<file path="src/rtl/hazard_stall_ctrl_if.sv">
// Pipeline control bundle between the 5-stage datapath and the hazard/stall controller.
// The datapath side (master) supplies hazard information and consumes the register
// enables; the controller side (slave) does the opposite.
interface hazard_stall_ctrl_if #(
    parameter int STALL_CNT_W = 16
);
    // Hazard information from the pipeline
    logic [3:0]             IF_ID_Rs;
    logic [3:0]             IF_ID_Rt;
    logic                   IF_ID_Rt_valid;
    logic                   ID_EX_MemRead;
    logic [3:0]             ID_EX_Rd;
    logic                   branch_taken;
    logic                   EX_MEM_MemAccess;
    logic                   dmem_ready;
    logic                   MEM_WB_halt;

    // Pipeline register controls back to the datapath
    logic                   pc_write;
    logic                   if_id_write;
    logic                   if_id_flush;
    logic                   id_ex_write;
    logic                   id_ex_bubble;
    logic                   ex_mem_write;
    logic                   mem_wb_bubble;
    logic                   halted;
    logic                   mem_err;
    logic [STALL_CNT_W-1:0] stall_count;

    modport master (
        output IF_ID_Rs, IF_ID_Rt, IF_ID_Rt_valid, ID_EX_MemRead, ID_EX_Rd,
               branch_taken, EX_MEM_MemAccess, dmem_ready, MEM_WB_halt,
        input  pc_write, if_id_write, if_id_flush, id_ex_write, id_ex_bubble,
               ex_mem_write, mem_wb_bubble, halted, mem_err, stall_count
    );

    modport slave (
        input  IF_ID_Rs, IF_ID_Rt, IF_ID_Rt_valid, ID_EX_MemRead, ID_EX_Rd,
               branch_taken, EX_MEM_MemAccess, dmem_ready, MEM_WB_halt,
        output pc_write, if_id_write, if_id_flush, id_ex_write, id_ex_bubble,
               ex_mem_write, mem_wb_bubble, halted, mem_err, stall_count
    );
endinterface

</file>
<file path="src/rtl/hazard_stall_ctrl.sv">
// hazard_stall_ctrl: pipeline sequencing controller for the 5-stage core.
// Handles load-use stalls, taken-branch flushes, data-memory wait freezes with a
// timeout, and halt. Control outputs are combinational from the registered state
// and the current hazard inputs.
// Optional feature macro: STALL_PERF_CNT_EN -- when defined, stall_count is a
// saturating count of freeze/load-use cycles; otherwise stall_count is tied to 0.
module hazard_stall_ctrl #(
    parameter int MEM_TIMEOUT = 16,   // legal range 2..255
    parameter int STALL_CNT_W = 16
) (
    input  logic                clk,
    input  logic                rst,
    hazard_stall_ctrl_if.slave  bus
);
    typedef enum logic [1:0] {
        RUN      = 2'd0,
        MEM_WAIT = 2'd1,
        HALT     = 2'd2
    } state_t;

    localparam logic [7:0] TIMEOUT_VAL = 8'(MEM_TIMEOUT);

    state_t     state_reg;
    logic [7:0] wait_cnt_reg;
    logic       halted_reg;
    logic       mem_err_reg;

    logic       freeze;
    logic       load_use;

    // Hazard detection: memory freeze and load-use dependency (Rd==0 never stalls).
    always_comb begin
        freeze   = bus.EX_MEM_MemAccess & ~bus.dmem_ready;
        load_use = bus.ID_EX_MemRead & (|bus.ID_EX_Rd) &
                   ((bus.ID_EX_Rd == bus.IF_ID_Rs) |
                    (bus.IF_ID_Rt_valid & (bus.ID_EX_Rd == bus.IF_ID_Rt)));
    end

    // Control outputs: reset drain > HALT > freeze > load-use > branch flush > defaults.
    always_comb begin
        bus.pc_write      = 1'b1;
        bus.if_id_write   = 1'b1;
        bus.if_id_flush   = 1'b0;
        bus.id_ex_write   = 1'b1;
        bus.id_ex_bubble  = 1'b0;
        bus.ex_mem_write  = 1'b1;
        bus.mem_wb_bubble = 1'b0;
        if (rst) begin
            bus.pc_write      = 1'b0;
            bus.if_id_write   = 1'b0;
            bus.if_id_flush   = 1'b1;
            bus.id_ex_write   = 1'b1;
            bus.id_ex_bubble  = 1'b1;
            bus.ex_mem_write  = 1'b1;
            bus.mem_wb_bubble = 1'b1;
        end else if (state_reg == HALT) begin
            bus.pc_write      = 1'b0;
            bus.if_id_write   = 1'b0;
            bus.id_ex_write   = 1'b0;
            bus.ex_mem_write  = 1'b0;
        end else if (freeze) begin
            bus.pc_write      = 1'b0;
            bus.if_id_write   = 1'b0;
            bus.id_ex_write   = 1'b0;
            bus.ex_mem_write  = 1'b0;
            bus.mem_wb_bubble = 1'b1;
        end else if (load_use) begin
            // Branch is deliberately ignored here; it re-resolves next cycle.
            bus.pc_write      = 1'b0;
            bus.if_id_write   = 1'b0;
            bus.id_ex_bubble  = 1'b1;
        end else if (bus.branch_taken) begin
            bus.if_id_flush   = 1'b1;
        end
    end

    // Sequencing FSM with memory-wait timeout counter and sticky halt/error flags.
    always_ff @(posedge clk) begin
        if (rst) begin
            state_reg    <= RUN;
            wait_cnt_reg <= 8'd0;
            halted_reg   <= 1'b0;
            mem_err_reg  <= 1'b0;
        end else begin
            case (state_reg)
                RUN: begin
                    if (bus.MEM_WB_halt) begin
                        state_reg    <= HALT;
                        halted_reg   <= 1'b1;
                        wait_cnt_reg <= 8'd0;
                    end else if (freeze) begin
                        state_reg    <= MEM_WAIT;
                        wait_cnt_reg <= 8'd1;
                    end
                end
                MEM_WAIT: begin
                    if (!bus.dmem_ready && wait_cnt_reg == TIMEOUT_VAL) begin
                        state_reg    <= HALT;
                        halted_reg   <= 1'b1;
                        mem_err_reg  <= 1'b1;
                        wait_cnt_reg <= 8'd0;
                    end else if (bus.MEM_WB_halt) begin
                        state_reg    <= HALT;
                        halted_reg   <= 1'b1;
                        wait_cnt_reg <= 8'd0;
                    end else if (!bus.dmem_ready) begin
                        wait_cnt_reg <= wait_cnt_reg + 8'd1;
                    end else begin
                        state_reg    <= RUN;
                        wait_cnt_reg <= 8'd0;
                    end
                end
                default: begin
                    // HALT is left only through rst.
                    state_reg  <= HALT;
                    halted_reg <= 1'b1;
                end
            endcase
        end
    end

    always_comb begin
        bus.halted  = halted_reg;
        bus.mem_err = mem_err_reg;
    end

`ifdef STALL_PERF_CNT_EN
    logic [STALL_CNT_W-1:0] stall_cnt_reg;

    // Saturating count of freeze and load-use cycles; HALT and flush cycles excluded.
    always_ff @(posedge clk) begin
        if (rst) begin
            stall_cnt_reg <= '0;
        end else if (state_reg != HALT && (freeze || load_use) && !(&stall_cnt_reg)) begin
            stall_cnt_reg <= stall_cnt_reg + 1'b1;
        end
    end

    assign bus.stall_count = stall_cnt_reg;
`else
    assign bus.stall_count = '0;
`endif

endmodule

</file>
<file path="src/flat_wrapper.sv">
// flat-port wrapper written by rule: the top's interface ports become plain ports
module hazard_stall_ctrl_flat 
#(
    parameter int MEM_TIMEOUT = 16,                        
    parameter int STALL_CNT_W = 16
)
  (clk, rst, bus_IF_ID_Rs, bus_IF_ID_Rt, bus_IF_ID_Rt_valid, bus_ID_EX_MemRead, bus_ID_EX_Rd, bus_branch_taken, bus_EX_MEM_MemAccess, bus_dmem_ready, bus_MEM_WB_halt, bus_pc_write, bus_if_id_write, bus_if_id_flush, bus_id_ex_write, bus_id_ex_bubble, bus_ex_mem_write, bus_mem_wb_bubble, bus_halted, bus_mem_err, bus_stall_count);
  hazard_stall_ctrl_if #(.STALL_CNT_W(STALL_CNT_W)) bus_i ();
  input  logic clk;
  input  logic rst;
  input wire logic [$bits(bus_i.IF_ID_Rs)-1:0] bus_IF_ID_Rs;
  input wire logic [$bits(bus_i.IF_ID_Rt)-1:0] bus_IF_ID_Rt;
  input wire logic [$bits(bus_i.IF_ID_Rt_valid)-1:0] bus_IF_ID_Rt_valid;
  input wire logic [$bits(bus_i.ID_EX_MemRead)-1:0] bus_ID_EX_MemRead;
  input wire logic [$bits(bus_i.ID_EX_Rd)-1:0] bus_ID_EX_Rd;
  input wire logic [$bits(bus_i.branch_taken)-1:0] bus_branch_taken;
  input wire logic [$bits(bus_i.EX_MEM_MemAccess)-1:0] bus_EX_MEM_MemAccess;
  input wire logic [$bits(bus_i.dmem_ready)-1:0] bus_dmem_ready;
  input wire logic [$bits(bus_i.MEM_WB_halt)-1:0] bus_MEM_WB_halt;
  output wire logic [$bits(bus_i.pc_write)-1:0] bus_pc_write;
  output wire logic [$bits(bus_i.if_id_write)-1:0] bus_if_id_write;
  output wire logic [$bits(bus_i.if_id_flush)-1:0] bus_if_id_flush;
  output wire logic [$bits(bus_i.id_ex_write)-1:0] bus_id_ex_write;
  output wire logic [$bits(bus_i.id_ex_bubble)-1:0] bus_id_ex_bubble;
  output wire logic [$bits(bus_i.ex_mem_write)-1:0] bus_ex_mem_write;
  output wire logic [$bits(bus_i.mem_wb_bubble)-1:0] bus_mem_wb_bubble;
  output wire logic [$bits(bus_i.halted)-1:0] bus_halted;
  output wire logic [$bits(bus_i.mem_err)-1:0] bus_mem_err;
  output wire logic [$bits(bus_i.stall_count)-1:0] bus_stall_count;
  assign bus_i.IF_ID_Rs = bus_IF_ID_Rs;
  assign bus_i.IF_ID_Rt = bus_IF_ID_Rt;
  assign bus_i.IF_ID_Rt_valid = bus_IF_ID_Rt_valid;
  assign bus_i.ID_EX_MemRead = bus_ID_EX_MemRead;
  assign bus_i.ID_EX_Rd = bus_ID_EX_Rd;
  assign bus_i.branch_taken = bus_branch_taken;
  assign bus_i.EX_MEM_MemAccess = bus_EX_MEM_MemAccess;
  assign bus_i.dmem_ready = bus_dmem_ready;
  assign bus_i.MEM_WB_halt = bus_MEM_WB_halt;
  assign bus_pc_write = bus_i.pc_write;
  assign bus_if_id_write = bus_i.if_id_write;
  assign bus_if_id_flush = bus_i.if_id_flush;
  assign bus_id_ex_write = bus_i.id_ex_write;
  assign bus_id_ex_bubble = bus_i.id_ex_bubble;
  assign bus_ex_mem_write = bus_i.ex_mem_write;
  assign bus_mem_wb_bubble = bus_i.mem_wb_bubble;
  assign bus_halted = bus_i.halted;
  assign bus_mem_err = bus_i.mem_err;
  assign bus_stall_count = bus_i.stall_count;
  hazard_stall_ctrl #(.MEM_TIMEOUT(MEM_TIMEOUT), .STALL_CNT_W(STALL_CNT_W)) u_core (.clk(clk), .rst(rst), .bus(bus_i));
endmodule
</file>
<file path="config.mk">
export PLATFORM = sky130hd
export DESIGN_NAME = hazard_stall_ctrl_flat
export DESIGN_NICKNAME = d
export VERILOG_FILES = /design/src/rtl/hazard_stall_ctrl_if.sv /design/src/rtl/hazard_stall_ctrl.sv /design/src/flat_wrapper.sv
export SDC_FILE = /design/constraint.sdc
export NUM_CORES = 1
export LEC_CHECK = 0
export ABC_AREA = 1
export CORE_ASPECT_RATIO = 0.75
export CORE_UTILIZATION = 44
export DETAILED_ROUTE_END_ITERATION = 8
export MAX_ROUTING_LAYER = met4
export PLACE_DENSITY = 0.84
export SETUP_SLACK_MARGIN = 0.4
export SLEW_MARGIN = 20
export SYNTH_ARGS = -nofsm -noshare
export SYNTH_HDL_FRONTEND = slang
export SYNTH_SLANG_ARGS = --single-unit
</file>
<file path="constraint.sdc">
create_clock -name clk -period 3.2 [get_ports clk]
set_clock_uncertainty 0.15 [all_clocks]
set_input_delay 0.64 -clock clk [delete_from_list [all_inputs] [get_ports clk]]
set_output_delay 0.64 -clock clk [all_outputs]
set_load 0.03 [all_outputs]
</file>
# Word-level counts from Yosys, hierarchy flattened
# Index checks and enable logic that the tools add are counted.
[op_classes]
n_bitwise = 6
add_sub_neg = 1
reduce_logical = 8
shift = 0
n_lt_le_gt_ge = 0
eq_ne = 7
n_mul = 0
muxes = 34
div = 0
[op_table]
columns = ["cell", "n"]
rows = [
  ["$mux W8", 5],
  ["$mux W1", 21],
  ["$pmux W8 S2", 1],
  ["$mux W2", 5],
  ["$add A8 B1 Y8 const B", 1],
  ["$eq A4 B4 Y1", 2],
  ["$eq A8 B5 Y1 const B", 1],
  ["$reduce_and A2 Y1", 3],
  ["$and A1 B1 Y1", 4],
  ["$ne A4 B3 Y1 const B", 1],
  ["$pmux W2 S2", 1],
  ["$reduce_or A4 Y1", 1],
  ["$ne A3 B2 Y1 const B", 1],
  ["$eq A2 B1 Y1 const B", 1],
  ["$eq A2 B2 Y1 const B", 1],
  ["$logic_not A2 Y1", 1],
  ["$pmux W1 S2", 1],
  ["$reduce_bool A2 Y1", 1],
  ["$logic_and A1 B1 Y1", 1],
  ["$logic_not A1 Y1", 1],
  ["$not A1 Y1", 1],
  ["$or A1 B1 Y1", 1],
]
[totals]
latchBits = 0
romBits = 0
register_bits = 12
out_inout_bits = 25
ram_bits = 0
mem_count = 0

# Longest topological paths before layout
[depth]
depth_word = 8
depth_mapped = 10
mapped_depth_nobuf = 9

# Worst setup path before layout
# No wires, ideal clock.
[synth_timing]
kind = "input to output"
startpoint = "in bus_ID_EX_Rd[2]"
endpoint = "out bus_id_ex_bubble"
stages = 6
required_time_ps = 2410
t_arrival_ps = 1829
slack_ps = 581
cell_sequence = "or2_0 a21oi_1 nand2_1 nand2_1 nand2_1 o21ai_0"
[synth_between]
elab_chain_cells = 8
[synth_lines]
columns = ["item", "line_no", "source"]
rows = [
  ["from (decl)", "flat_wrapper.sv:15", "input wire logic [$bits(bus_i.ID_EX_Rd)-1:0] bus_ID_EX_Rd;"],
  ["$eq A4 B4 Y1", "hazard_stall_ctrl.sv:36", "(bus.IF_ID_Rt_valid & (bus.ID_EX_Rd == bus.IF_ID_Rt)));"],
  ["$and A1 B1 Y1", "hazard_stall_ctrl.sv:36", ""],
  ["$or A1 B1 Y1", "hazard_stall_ctrl.sv:35", "((bus.ID_EX_Rd == bus.IF_ID_Rs) |"],
  ["$and A1 B1 Y1 *", "hazard_stall_ctrl.sv:34", "load_use = bus.ID_EX_MemRead & (|bus.ID_EX_Rd) &"],
  ["$mux W1 *", "hazard_stall_ctrl.sv:67", "end else if (load_use) begin"],
  ["$mux W1 *", "hazard_stall_ctrl.sv:61", "end else if (freeze) begin"],
  ["$mux W1 *", "hazard_stall_ctrl.sv:56", "end else if (state_reg == HALT) begin"],
  ["$mux W1 *", "hazard_stall_ctrl.sv:48", "if (rst) begin"],
  ["to (decl)", "flat_wrapper.sv:24", "output wire logic [$bits(bus_i.id_ex_bubble)-1:0] bus_id_ex_bubble;"],
]
# Mark *: on every way between the ends. The rest lies on a longest branch, timed or not.

# Final worst setup path
[layout_timing]
startpoint = "in bus_IF_ID_Rt[2]"
endpoint = "out bus_if_id_flush"
[layout_between]
elab_chain_cells = 8
[layout_lines]
columns = ["item", "line_no", "source"]
rows = [
  ["from (decl)", "flat_wrapper.sv:12", "input wire logic [$bits(bus_i.IF_ID_Rt)-1:0] bus_IF_ID_Rt;"],
  ["$eq A4 B4 Y1", "hazard_stall_ctrl.sv:36", ""],
  ["$and A1 B1 Y1", "hazard_stall_ctrl.sv:36", ""],
  ["$or A1 B1 Y1", "hazard_stall_ctrl.sv:35", ""],
  ["$and A1 B1 Y1", "hazard_stall_ctrl.sv:34", ""],
  ["$mux W1", "hazard_stall_ctrl.sv:67", ""],
  ["$mux W1", "hazard_stall_ctrl.sv:61", ""],
  ["$mux W1", "hazard_stall_ctrl.sv:56", ""],
  ["$mux W1", "hazard_stall_ctrl.sv:48", ""],
  ["to (decl)", "flat_wrapper.sv:22", "output wire logic [$bits(bus_i.if_id_flush)-1:0] bus_if_id_flush;"],
]
# Every way passes these cells.

==> impl_metrics.toml <==
[synth]
async_flop_share = 0
synth.most_common_cell = "nand2_1"
synth.area.top_cells = "dfxtp_1 24%, buf_4 14%, nand2_1 12%"
synth_seq_cells = 12
synth_cells = 154
yosys.area.top_type = "dfxtp_1"
syn-mean-instance-area_um2 = 6.46
ys_seq_area_frac = 0.242
netlist_area_um2 = 995
synth-edff-count = 0
yosys-top-cells-count = "32 x nand2_1, 22 x inv_1, 18 x buf_4"
ys.flop_type = "dfxtp_1"
ys_warn_count = 0
synthDistinctLibCells = 26
synth_top_area_share = 0.242

[detailed_routing]
ant_nets = 0
drc_errors = 6
via_count = 1012
wl_per_cell_um = 12.3
vias_per_cell = 4.91
drt-total-wl_um = 2540
dr.pass1.iters = 7
first_iter_violations = 66

[power]
max-vdd-ir-drop_uv = 145
power_density_nw_per_um2 = 303
p_leak_nw = 0.589

[layout]
synthToLayoutAreaGrowth_pct = 26.2
largest_register_ffs = 8
fill_cells = 190
seq_area_um2 = 240
final_area_um2 = 1250
diodes = 0
multi_input_area_um2 = 584
stdcell_count = 206
layout-drive-gt1-share = 0.137
finalNetCount = 206

[critical_path]
crit_fanout = 3
critPathArrivalTime_ns = 1.93
worstPathCellList = "clkdlybuf4s50_1 -> or2_0 -> a21oi_1 -> nand2_1 -> nand2_1 -> nand2_1 -> nand3_1 -> nand2_1 -> buf_4"
cpMostUsedCell = "nand2_1"
cp.required_ns = 2.41
endpoint_kind = "primary output"
slowest_stage = "clkdlybuf4s50_1"
ff2ff_setup_slack_ns = 1.57
critPathLaunchType = "input port"
criticalPathCategory = "input port to primary output"
slowest_delay_ns = 0.44

[place]
port_buffers = 28
dpl_cell_area_um2 = 1220
detailed_place_hpwl_um = 1990
gp_congestion = 0.877
placed_cells = 203

[clock_network]
cts_buffers = 3
clk_latency_ns = 0.28
postCtsHoldBufs = 0
h-tree-depth = 1
cts_tree = "yes"
cts_buffer_depth = 2
cts.clk_slew.worst_paths_ns = 0.07
cts-root-buf = "clkbuf_4"
cts.sinks = 12

[die]
core_um2 = 2070
die_x_um = 56.9
die_y_um = 43.2
num_rows = 14
die_area_um2 = 2460
initial_core_util = 0.481
io-pin-count = 45

[global_route]
grt_pass1_wl_um = 4080
antenna_found_initial = 0
grt_usage = 0.231
grt_max_degree = 10
grt_pass1_vias = 957
grt-ovfl-total = 0

[hold_path]
hold_path_class = "flop to flop"

[flow_run]
max_cap_violations = 0

[sta]
finalSetupViolCount = 0
hold_viol = 0
period_minus_slack_ns = 2.72
fmax_mhz = 367
rsz0062_at_grt = "yes"
drv_slew = 0
finalCritPeriodShare = 0.850

[outcome]
status = "finished with violations"
violations = "DRC"
==> timing repair <==
action                     CTS  global route
setup buffers                0             0
resized for setup            5            13
setup endpoints to repair    6             4
==> worst max-delay path: cells and delay by family <==
kind,cells,cell delay [ns]
compound gates,1,0.14
buf+inv,2,0.61
simple gates,6,0.54
==> cell usage in the layout (no fill, tap or decap), types with 4 or more instances in the layout <==
cell type	synthesis	routed
conb_1	1	16
dfxtp_1	12	12
clkdlybuf4s50_1	0	17
dlymetal6s2s_1	0	4
nor3_2	3	4
o21ai_0	7	4
buf_4	18	5
a21oi_1	9	9
xor2_1	4	4
nor3_1	5	4
o21ai_1	2	5
nor2_1	11	10
nand3_1	9	9
inv_1	22	22
nand2_1	32	32
==> path summary, 6_finish.rpt <==
path | endpoint | from | depth (start not counted)
setup / recovery | bus_if_id_flush | bus_IF_ID_Rt[2] | 9
hold / removal | u_core.bus.mem_err$_SDFFE_PP0P_ | u_core.bus.mem_err$_SDFFE_PP0P_ | 2
hold reg to reg | u_core.bus.mem_err$_SDFFE_PP0P_ | u_core.bus.mem_err$_SDFFE_PP0P_ | 2
setup reg to reg | u_core.wait_cnt_reg[6]$_SDFFE_PP0P_ | u_core.wait_cnt_reg[0]$_SDFFE_PP0P_ | 9
==> layout make-up <==
cell class                      instances  area share
Clock buffer                            3      0.0179
Timing Repair Buffer                   29       0.226
Tap cell                               24      0.0239
Sequential cell                        12       0.191
Inverter                               25      0.0748
Multi-Input combinational cell        113       0.466
==> cells by family after synthesis <==
group / synth area share
AO/OA/AOI/OAI: 0.114
XOR/XNOR: 0.0352
adder cells (fa/ha/maj): 0.0252
buffers and inverters: 0.235
flip-flops: 0.242
other: 0.00377
AND/OR/NAND/NOR: 0.345
==> layer usage <==
layer / vias up / GRT usage / wire length, um
li1: 508 / - / -
met1: 440 / 0.253 / 1050
met2: 54 / 0.393 / 1240
met3: 10 / 0.0549 / 189
met4: 0 / 0.117 / 64
met5: - / - / 0
==> where the power goes <==
group | total, mW | internal [mW] | switching, mW
Combinational | 0.130 | 0.0457 | 0.0846
Sequential | 0.155 | 0.153 | 0.00271
Clock | 0.0948 | 0.0437 | 0.0511
==> per-stage QoR <==
stage / hold slack (ns) / setup WS [ns] / util / power (mW) / setup TNS (ns)
finish: 0.304 / 0.479 / 0.607 / 0.380 / 0
global route: 0.327 / 0.360 / 0.607 / 0.397 / 0
CTS: 0.309 / 0.251 / 0.599 / 0.380 / 0
detailed placement: 0.298 / -0.0181 / 0.591 / 0.288 / -0.0181
global placement: 0.287 / 0.0101 / 0.591 / 0.285 / 0
floorplan: 0.322 / 0.581 / - / 0.255 / 0
Note: power is estimated with default switching activity, not from simulation.
